--- src/rtl/adc_sar_sequencer_if.sv ---
// Result hand-off bundle between the SAR sequencer and its consumer:
// single-entry valid/ready buffer plus the sticky overrun flag.
interface adc_sar_sequencer_if #(
    parameter int RESOLUTION = 8
);
    logic [RESOLUTION-1:0] result;
    logic                  result_valid;
    logic                  result_ready;
    logic                  overrun;

    modport master (
        output result,
        output result_valid,
        output overrun,
        input  result_ready
    );

    modport slave (
        input  result,
        input  result_valid,
        input  overrun,
        output result_ready
    );
endinterface

--- src/rtl/adc_sar_sequencer.sv ---
// SAR conversion sequencer: request detection, sampling window, one bit resolved
// per clk_dig cycle from the comparator, and a single-entry result buffer.
module adc_sar_sequencer #(
    parameter int RESOLUTION    = 8,
    parameter int SAMPLE_CYCLES = 2
) (
    input  logic                  clk_dig,
    input  logic                  rst,
    input  logic                  ena_in,
    input  logic                  start_conv,
    input  logic                  comp_in,
    output logic                  sample,
    output logic [RESOLUTION-1:0] dac_code,
    output logic                  busy,
    adc_sar_sequencer_if.master   res_if
);

    localparam int CNT_W = $clog2(SAMPLE_CYCLES + 1);
    localparam int IDX_W = $clog2(RESOLUTION);
    localparam logic [RESOLUTION-1:0] MSB_TRIAL = {1'b1, {(RESOLUTION-1){1'b0}}};

    typedef enum logic [1:0] {
        ST_IDLE,
        ST_SAMPLE,
        ST_CONVERT
    } state_t;

    state_t                state_reg;
    logic                  start_q_reg;
    logic [CNT_W-1:0]      sample_cnt_reg;
    logic [IDX_W-1:0]      bit_idx_reg;
    logic [RESOLUTION-1:0] code_reg;
    logic                  sample_reg;
    logic                  busy_reg;
    logic [RESOLUTION-1:0] result_reg;
    logic                  result_valid_reg;
    logic                  overrun_reg;

    logic                  trigger;
    logic                  transfer;
    logic [RESOLUTION-1:0] code_step;

    assign trigger  = (start_conv & ~start_q_reg) | ena_in;
    assign transfer = result_valid_reg & res_if.result_ready;

    // Code after the current decision: bit i takes the comparator result and,
    // unless this is the last bit, bit i-1 becomes the next trial bit.
    for (genvar gi = 0; gi < RESOLUTION; gi++) begin : g_code_step
        assign code_step[gi] = (32'(bit_idx_reg) == gi)     ? comp_in :
                               (32'(bit_idx_reg) == gi + 1) ? 1'b1    :
                                                              code_reg[gi];
    end

    always_ff @(posedge clk_dig) begin
        if (rst) begin
            state_reg        <= ST_IDLE;
            start_q_reg      <= 1'b0;
            sample_cnt_reg   <= '0;
            bit_idx_reg      <= '0;
            code_reg         <= '0;
            sample_reg       <= 1'b0;
            busy_reg         <= 1'b0;
            result_reg       <= '0;
            result_valid_reg <= 1'b0;
            overrun_reg      <= 1'b0;
        end else begin
            start_q_reg <= start_conv;

            // A load later in this block overrides the clear, so a same-cycle
            // load and transfer leaves the buffer full without overrun.
            if (transfer) begin
                result_valid_reg <= 1'b0;
            end

            case (state_reg)
                ST_IDLE: begin
                    code_reg <= '0;
                    if (trigger) begin
                        state_reg      <= ST_SAMPLE;
                        sample_reg     <= 1'b1;
                        busy_reg       <= 1'b1;
                        sample_cnt_reg <= CNT_W'(SAMPLE_CYCLES - 1);
                    end
                end

                ST_SAMPLE: begin
                    if (sample_cnt_reg == '0) begin
                        state_reg   <= ST_CONVERT;
                        sample_reg  <= 1'b0;
                        code_reg    <= MSB_TRIAL;
                        bit_idx_reg <= IDX_W'(RESOLUTION - 1);
                    end else begin
                        sample_cnt_reg <= sample_cnt_reg - CNT_W'(1);
                    end
                end

                ST_CONVERT: begin
                    if (bit_idx_reg == '0) begin
                        state_reg        <= ST_IDLE;
                        busy_reg         <= 1'b0;
                        code_reg         <= '0;
                        result_reg       <= code_step;
                        result_valid_reg <= 1'b1;
                        if (result_valid_reg && !res_if.result_ready) begin
                            overrun_reg <= 1'b1;
                        end
                    end else begin
                        code_reg    <= code_step;
                        bit_idx_reg <= bit_idx_reg - IDX_W'(1);
                    end
                end

                default: begin
                    state_reg  <= ST_IDLE;
                    sample_reg <= 1'b0;
                    busy_reg   <= 1'b0;
                    code_reg   <= '0;
                end
            endcase
        end
    end

    assign sample              = sample_reg;
    assign dac_code            = code_reg;
    assign busy                = busy_reg;
    assign res_if.result       = result_reg;
    assign res_if.result_valid = result_valid_reg;
    assign res_if.overrun      = overrun_reg;

endmodule

--- src/flat_wrapper.sv ---
// flat-port wrapper written by rule: the top's interface ports become plain ports
module adc_sar_sequencer_flat 
#(
    parameter int RESOLUTION    = 8,
    parameter int SAMPLE_CYCLES = 2
)
  (clk_dig, rst, ena_in, start_conv, comp_in, sample, dac_code, busy, res_if_result, res_if_result_valid, res_if_overrun, res_if_result_ready);
  adc_sar_sequencer_if #(.RESOLUTION(RESOLUTION)) res_if_i ();
  input  logic clk_dig;
  input  logic rst;
  input  logic ena_in;
  input  logic start_conv;
  input  logic comp_in;
  output logic sample;
  output logic [RESOLUTION-1:0] dac_code;
  output logic busy;
  output wire logic [$bits(res_if_i.result)-1:0] res_if_result;
  output wire logic [$bits(res_if_i.result_valid)-1:0] res_if_result_valid;
  output wire logic [$bits(res_if_i.overrun)-1:0] res_if_overrun;
  input wire logic [$bits(res_if_i.result_ready)-1:0] res_if_result_ready;
  assign res_if_result = res_if_i.result;
  assign res_if_result_valid = res_if_i.result_valid;
  assign res_if_overrun = res_if_i.overrun;
  assign res_if_i.result_ready = res_if_result_ready;
  adc_sar_sequencer #(.RESOLUTION(RESOLUTION), .SAMPLE_CYCLES(SAMPLE_CYCLES)) u_core (.clk_dig(clk_dig), .rst(rst), .ena_in(ena_in), .start_conv(start_conv), .comp_in(comp_in), .sample(sample), .dac_code(dac_code), .busy(busy), .res_if(res_if_i));
endmodule
--- config.mk ---
export PLATFORM = sky130hd
export DESIGN_NAME = adc_sar_sequencer_flat
export DESIGN_NICKNAME = d
export VERILOG_FILES = /design/src/rtl/adc_sar_sequencer_if.sv /design/src/rtl/adc_sar_sequencer.sv /design/src/flat_wrapper.sv
export SDC_FILE = /design/constraint.sdc
export NUM_CORES = 1
export LEC_CHECK = 0
export ABC_AREA = 1
export BUFFER_PORTS_ARGS = -buffer_cell sky130_fd_sc_hd__clkbuf_2
export CAP_MARGIN = 30
export CORE_MARGIN = 8
export CORE_UTILIZATION = 45
export DETAILED_ROUTE_END_ITERATION = 12
export GPL_TIMING_DRIVEN = 0
export PLACE_DENSITY_LB_ADDON = 0.2
export SETUP_SLACK_MARGIN = 0.3
export SLEW_MARGIN = 20
export SYNTH_ARGS = -nofsm -noshare
export SYNTH_HDL_FRONTEND = slang
export SYNTH_SLANG_ARGS = --single-unit
export TNS_END_PERCENT = 30
--- constraint.sdc ---
create_clock -name clk_dig -period 1.4 [get_ports clk_dig]
set_clock_uncertainty 0.15 [all_clocks]
set_input_delay 0.07 -clock clk_dig [delete_from_list [all_inputs] [get_ports clk_dig]]
set_output_delay 0.07 -clock clk_dig [all_outputs]
set_load 0.02 [all_outputs]
# Word level (Yosys, flattened, before mapping)
# Index checks and enable logic that the tools add are counted.
[totals]
ff_bits = 28
in_bits = 6
output_inout_bits = 20
wordCells = 81
[op_classes]
add_sub_neg = 2
eq_ne = 14
n_mux = 35
n_bitwise = 6
n_reduce_logical = 14
[op_table]
columns = ["op", "n"]
rows = [
  ["$mux 1", 21],
  ["$reduce_and 3->1", 6],
  ["$mux 8", 2],
  ["$pmux 8 s2", 1],
  ["$eq 3x3->1 const B", 4],
  ["$mux 2", 4],
  ["$eq 3x2->1 const B", 2],
  ["$mux 3", 2],
  ["$ne 2x1->1 const B", 3],
  ["$pmux 1 s3", 2],
  ["$pmux 2 s3", 1],
  ["$pmux 3 s2", 1],
  ["$logic_not 2->1", 2],
  ["$ne 2x2->1 const B", 2],
  ["$pmux 2 s2", 1],
  ["$reduce_bool 2->1", 2],
  ["$eq 3x1->1 const B", 1],
  ["$logic_not 3->1", 1],
  ["$not 1->1", 3],
  ["$sub 3x1->3 const B", 1],
  ["$and 1x1->1", 2],
  ["$eq 2x1->1 const B", 1],
  ["$eq 2x2->1 const B", 1],
  ["$reduce_and 2->1", 1],
  ["other kinds (4)", 4],
]

# Depth between registers and ports, before layout
[depth]
depth_word = 5
ltp_mapped = 9
ltp_nobuf = 9

# Least setup slack after synthesis
# No wires, ideal clock.
[synth_path]
path_kind = "reg2reg"
start = "reg u_core.bit_idx_reg[0]"
end = "reg u_core.bit_idx_reg[1]"
setup_ns = 0.120
arrival_time_ns = 1.207
t_required_ns = 1.130
slack_ns = -0.077
stages_incl_launch_ff = 9
period_less_slack_ns = 1.477
path_cell_list = "dfxtp_1 inv_1 ha_1 nand2_1 nand2_4 nor2_1 nand2_1 nand2_1 a21oi_1"
[synth_via]
elab_chain_cells = 3
[synth_lines]
columns = ["element", "line_no", "source"]
rows = [
  ["start: declaration", "adc_sar_sequencer.sv:31", "logic [IDX_W-1:0] bit_idx_reg;"],
  ["start signal: assignment", "adc_sar_sequencer.sv:91", "bit_idx_reg <= IDX_W'(RESOLUTION - 1);"],
  ["start signal: assignment", "adc_sar_sequencer.sv:109", "bit_idx_reg <= bit_idx_reg - IDX_W'(1);"],
  ["$sub 3x1->3 or $logic_not 3->1 (tied branches)", "adc_sar_sequencer.sv:109, adc_sar_sequencer.sv:98", ""],
  ["$mux 3 or $ne 2x2->1 (tied branches)", "--", ""],
  ["$pmux 3 s2 or $reduce_and 3->1 (tied branches)", "--", ""],
]
# Parallel ways exist; a longest one is shown, timed or not. The select of a mux whose other input is x is not followed.
# A chain may end at the register's enable or synchronous reset.

# Worst setup path after layout
[layout_path]
start = "reg u_core.bit_idx_reg[0]"
end = "reg u_core.code_reg[4], in the netlist u_core.dac_code[4]"
[layout_via]
elab_chain_cells = 5
[layout_lines]
columns = ["element", "line_no", "source"]
rows = [
  ["$eq 3x3->1", "adc_sar_sequencer.sv:50", "(32'(bit_idx_reg) == gi + 1) ? 1'b1 :"],
  ["$mux 1", "adc_sar_sequencer.sv:50", ""],
  ["$mux 1", "adc_sar_sequencer.sv:49", "assign code_step[gi] = (32'(bit_idx_reg) == gi) ? comp_in :"],
  ["$mux 8 *", "adc_sar_sequencer.sv:98", "if (bit_idx_reg == '0) begin"],
  ["$pmux 8 s2 *", "adc_sar_sequencer.sv:75", "case (state_reg)"],
  ["end signal: assignment", "adc_sar_sequencer.sv:108", "code_reg <= code_step;"],
  ["end: declaration", "adc_sar_sequencer.sv:32", "logic [RESOLUTION-1:0] code_reg;"],
]
# Mark *: on every way between the ends. The rest lies on a longest branch, timed or not.

==> results.tsv <==
metric	value	unit
dr_total_vias	1517	
yosysTopAreaCellShare	0.382	
timing.rr.end	u_core.dac_code[4]$_SDFFE_PP0N_	
place.gp.congestion	0.795	
cp-start-kind	register	
layout.cells.non_filler	309	
fin_crit_sh	1.05	
synth_cell_types	23	
synth-edff-count	0	
place_inst	280	
layout_setup_ws	-0.0729	ns
cp_max_fo	8	
irDropWorstVdd	1.25	mV
setup_viol	10	
synth_compound_area_frac	0.109	
drc	0	
max_stage_delay	0.40	ns
rsz0062_at_grt	true	
maxCapViolations	0	
async_flop_share	0	
cts_tree	built	
synth_nets	229	
worstMarginPinSlew	0.662	ns
clock.fmax	679	MHz
track_usage	0.151	
dieArea	5350	um2
period_needed	1.47	ns
synth_top_family_by_area	simple AND/OR/NAND/NOR gates	
hp-class	in -> reg	
end_kind	register	
grt_pass1_wl	6350	um
grt_pass1_vias	1399	
crit_required	1.52	ns
status	complete, but fails checks	
path_cells	inv_4 -> ha_4 -> nand2_4 -> nand2_4 -> nor2_4 -> nand2_1 -> a21oi_1	
via_per_inst	4.91	
synth_adder_area_share	0.0852	
synth_area_leaders	dfxtp_1 (38%), nand2_1 (17%), ha_1 (8.5%)	
synth_area_leader_cell	dfxtp_1	
worstSetupPathType	reg -> reg	
power_density	1970	nW/um2
overflow	0	
die_x	73.1	um
slowest_stage	dfxtp_4	
ys_seq_area_frac	0.382	
ff2ff_setup_slack	-0.07	ns
drv_slew	0	
violations	setup timing	
cts_max_path_buffers	2	
first_pass_iters	4	
min_to	u_core.sample_cnt_reg[0]$_SDFFE_PP0P_	
crit_family	simple AND/OR/NAND/NOR gates	
synth_area_per_cell	6.90	um2
ys_warn_count	0	
worst-path-buf-inv	1	
core_area	3080	um2
ctsRootBufferMaster	clkbuf_4	
yosys.area_share.simple	0.313	
netlist_area	1470	um2
ctsHtreeMaxLevel	1	
final_cell_mix	nand2_1 (55), inv_1 (24), buf_4 (20), dfxtp_1 (15), clkbuf_2 (13)	
hold_path_depth	6	
numCtsBuffers	3	
num_rows	20	
initial_core_util	0.477	
final_common_cell	nand2_1	
antenna_found_initial	0	
wirelength	4270	um
die_h	73.1	um
dp_hpwl	2470	um
power	4350	uW
syn_to_final_growth	50.3	%
nets	282	
path_clk_slew	0.15	ns
timing.rr.start	u_core.bit_idx_reg[0]$_SDFFE_PP0P_	
clock_sinks	28	
ios	26	
insertedDiodeCount	0	
final_core_util	0.717	
synth_flop_cell	dfxtp_1	
clock_latency	0.33	ns
synthXorXnorAreaFrac	0	
grt_max_degree	16	
muxShareOfSynthArea	0	
r2r_cells	7	
port_buffers	23	
ys_ff_latch	28	
final_hold_viol_count	0	
slew_headroom	0.558	
ant_nets	0	
cp_common_cell	nand2_4	
hold_start	ena_in	
syn-instance-count	213	
drt_iter0_markers	125	
crit_arrival	1.59	ns
drive_gt1_frac	0.449	
wire_per_inst	13.8	um
p_leak	0.00105	uW
per-layer routing:
metal	wire (um)	share of wire	global-route usage	vias to the layer above
met5	0	0	0	-
met4	133	0.031	0.0667	0
met3	203	0.048	0.0343	10
met2	2020	0.47	0.232	30
met1	1910	0.45	0.193	704
li1	-	-	-	773
worst register-to-register path, cell delays in order (launching register included):
cell     delay (ns)
dfxtp_4        0.40
inv_4          0.05
ha_4           0.18
nand2_4        0.08
nand2_4        0.09
nor2_4         0.23
nand2_1        0.11
a21oi_1        0.14
through the flow:
stage / instance area [um2] / TNS [ns] / hold slack (ns) / worst slack (ns)
5_1_grt: 2210 / -1.80 / 0.0259 / -0.190
2_1_floorplan: 1570 / 0 / 0.0270 / 0.124
3_3_place_gp: 1740 / -0.134 / 0.126 / -0.0263
3_5_place_dp: 1740 / -0.0543 / 0.133 / -0.0324
6_report: 2210 / -0.355 / 0.0242 / -0.0729
4_1_cts: 2010 / -0.101 / 0.00454 / -0.0268
power breakdown:
part | switching [uW] | internal, uW | total [uW]
combinational | 1590 | 1190 | 2780
sequential | 156 | 1010 | 1170
clock | 243 | 159 | 403
total | 1990 | 2360 | 4350
area by class of cell:
cell class / count / area, um2
Buffer: 5 / 23.8
Clock buffer: 4 / 36.3
Fill cell: 242 / 870
Inverter: 36 / 163
Multi-Input combinational cell: 145 / 982
Sequential cell: 28 / 584
Tap cell: 44 / 55.1
Timing Repair Buffer: 46 / 358
Timing Repair inverter: 1 / 6.26
synth_stat cells (all sizes together) (2+ instances only):
cell    count
nand4       2
dfxtp      28
nand3      18
nor2       15
ha         10
buf         4
a21oi      18
nand2      69
o21ai       6
inv        35
o211ai      3
how the worst max path moves through the flow:
| stage | startpoint | end | cells past startpoint |
|---|---|---|---|
| floorplan | u_core.state_reg[1]$_SDFFE_PP0P_ | u_core.dac_code[2]$_SDFFE_PP0N_ | 7 |
| global placement | u_core.bit_idx_reg[1]$_SDFFE_PP0P_ | u_core.dac_code[6]$_SDFFE_PP0N_ | 7 |
| detailed placement | u_core.bit_idx_reg[1]$_SDFFE_PP0P_ | u_core.dac_code[5]$_SDFFE_PP0N_ | 7 |
| CTS | u_core.state_reg[1]$_SDFFE_PP0P_ | u_core.dac_code[5]$_SDFFE_PP0N_ | 7 |
| global route | u_core.bit_idx_reg[0]$_SDFFE_PP0P_ | u_core.dac_code[4]$_SDFFE_PP0N_ | 7 |
| finish | u_core.bit_idx_reg[0]$_SDFFE_PP0P_ | u_core.dac_code[4]$_SDFFE_PP0N_ | 7 |
cell families (layout without fill, tap and decap cells):
logic type,count (synthesis),count (layout)
AO/OA/AOI/OAI,29,29
buffers and inverters,41,92
flip-flops,28,28
AND/OR/NAND/NOR,105,106
adder cells (fa/ha/maj),10,10
repair_timing:
| item | CTS | global route |
|---|---|---|
| pin swaps | 17 | 14 |
| gates cloned | 0 | 2 |
| resized for setup | 30 | 50 |
| setup buffers | 12 | 7 |
| hold buffers | 4 | 0 |
| setup endpoints to repair | 36 | 47 |
| hold endpoints to repair | 13 | 0 |
No activity file was read; power rests on OpenSTA's default activity.
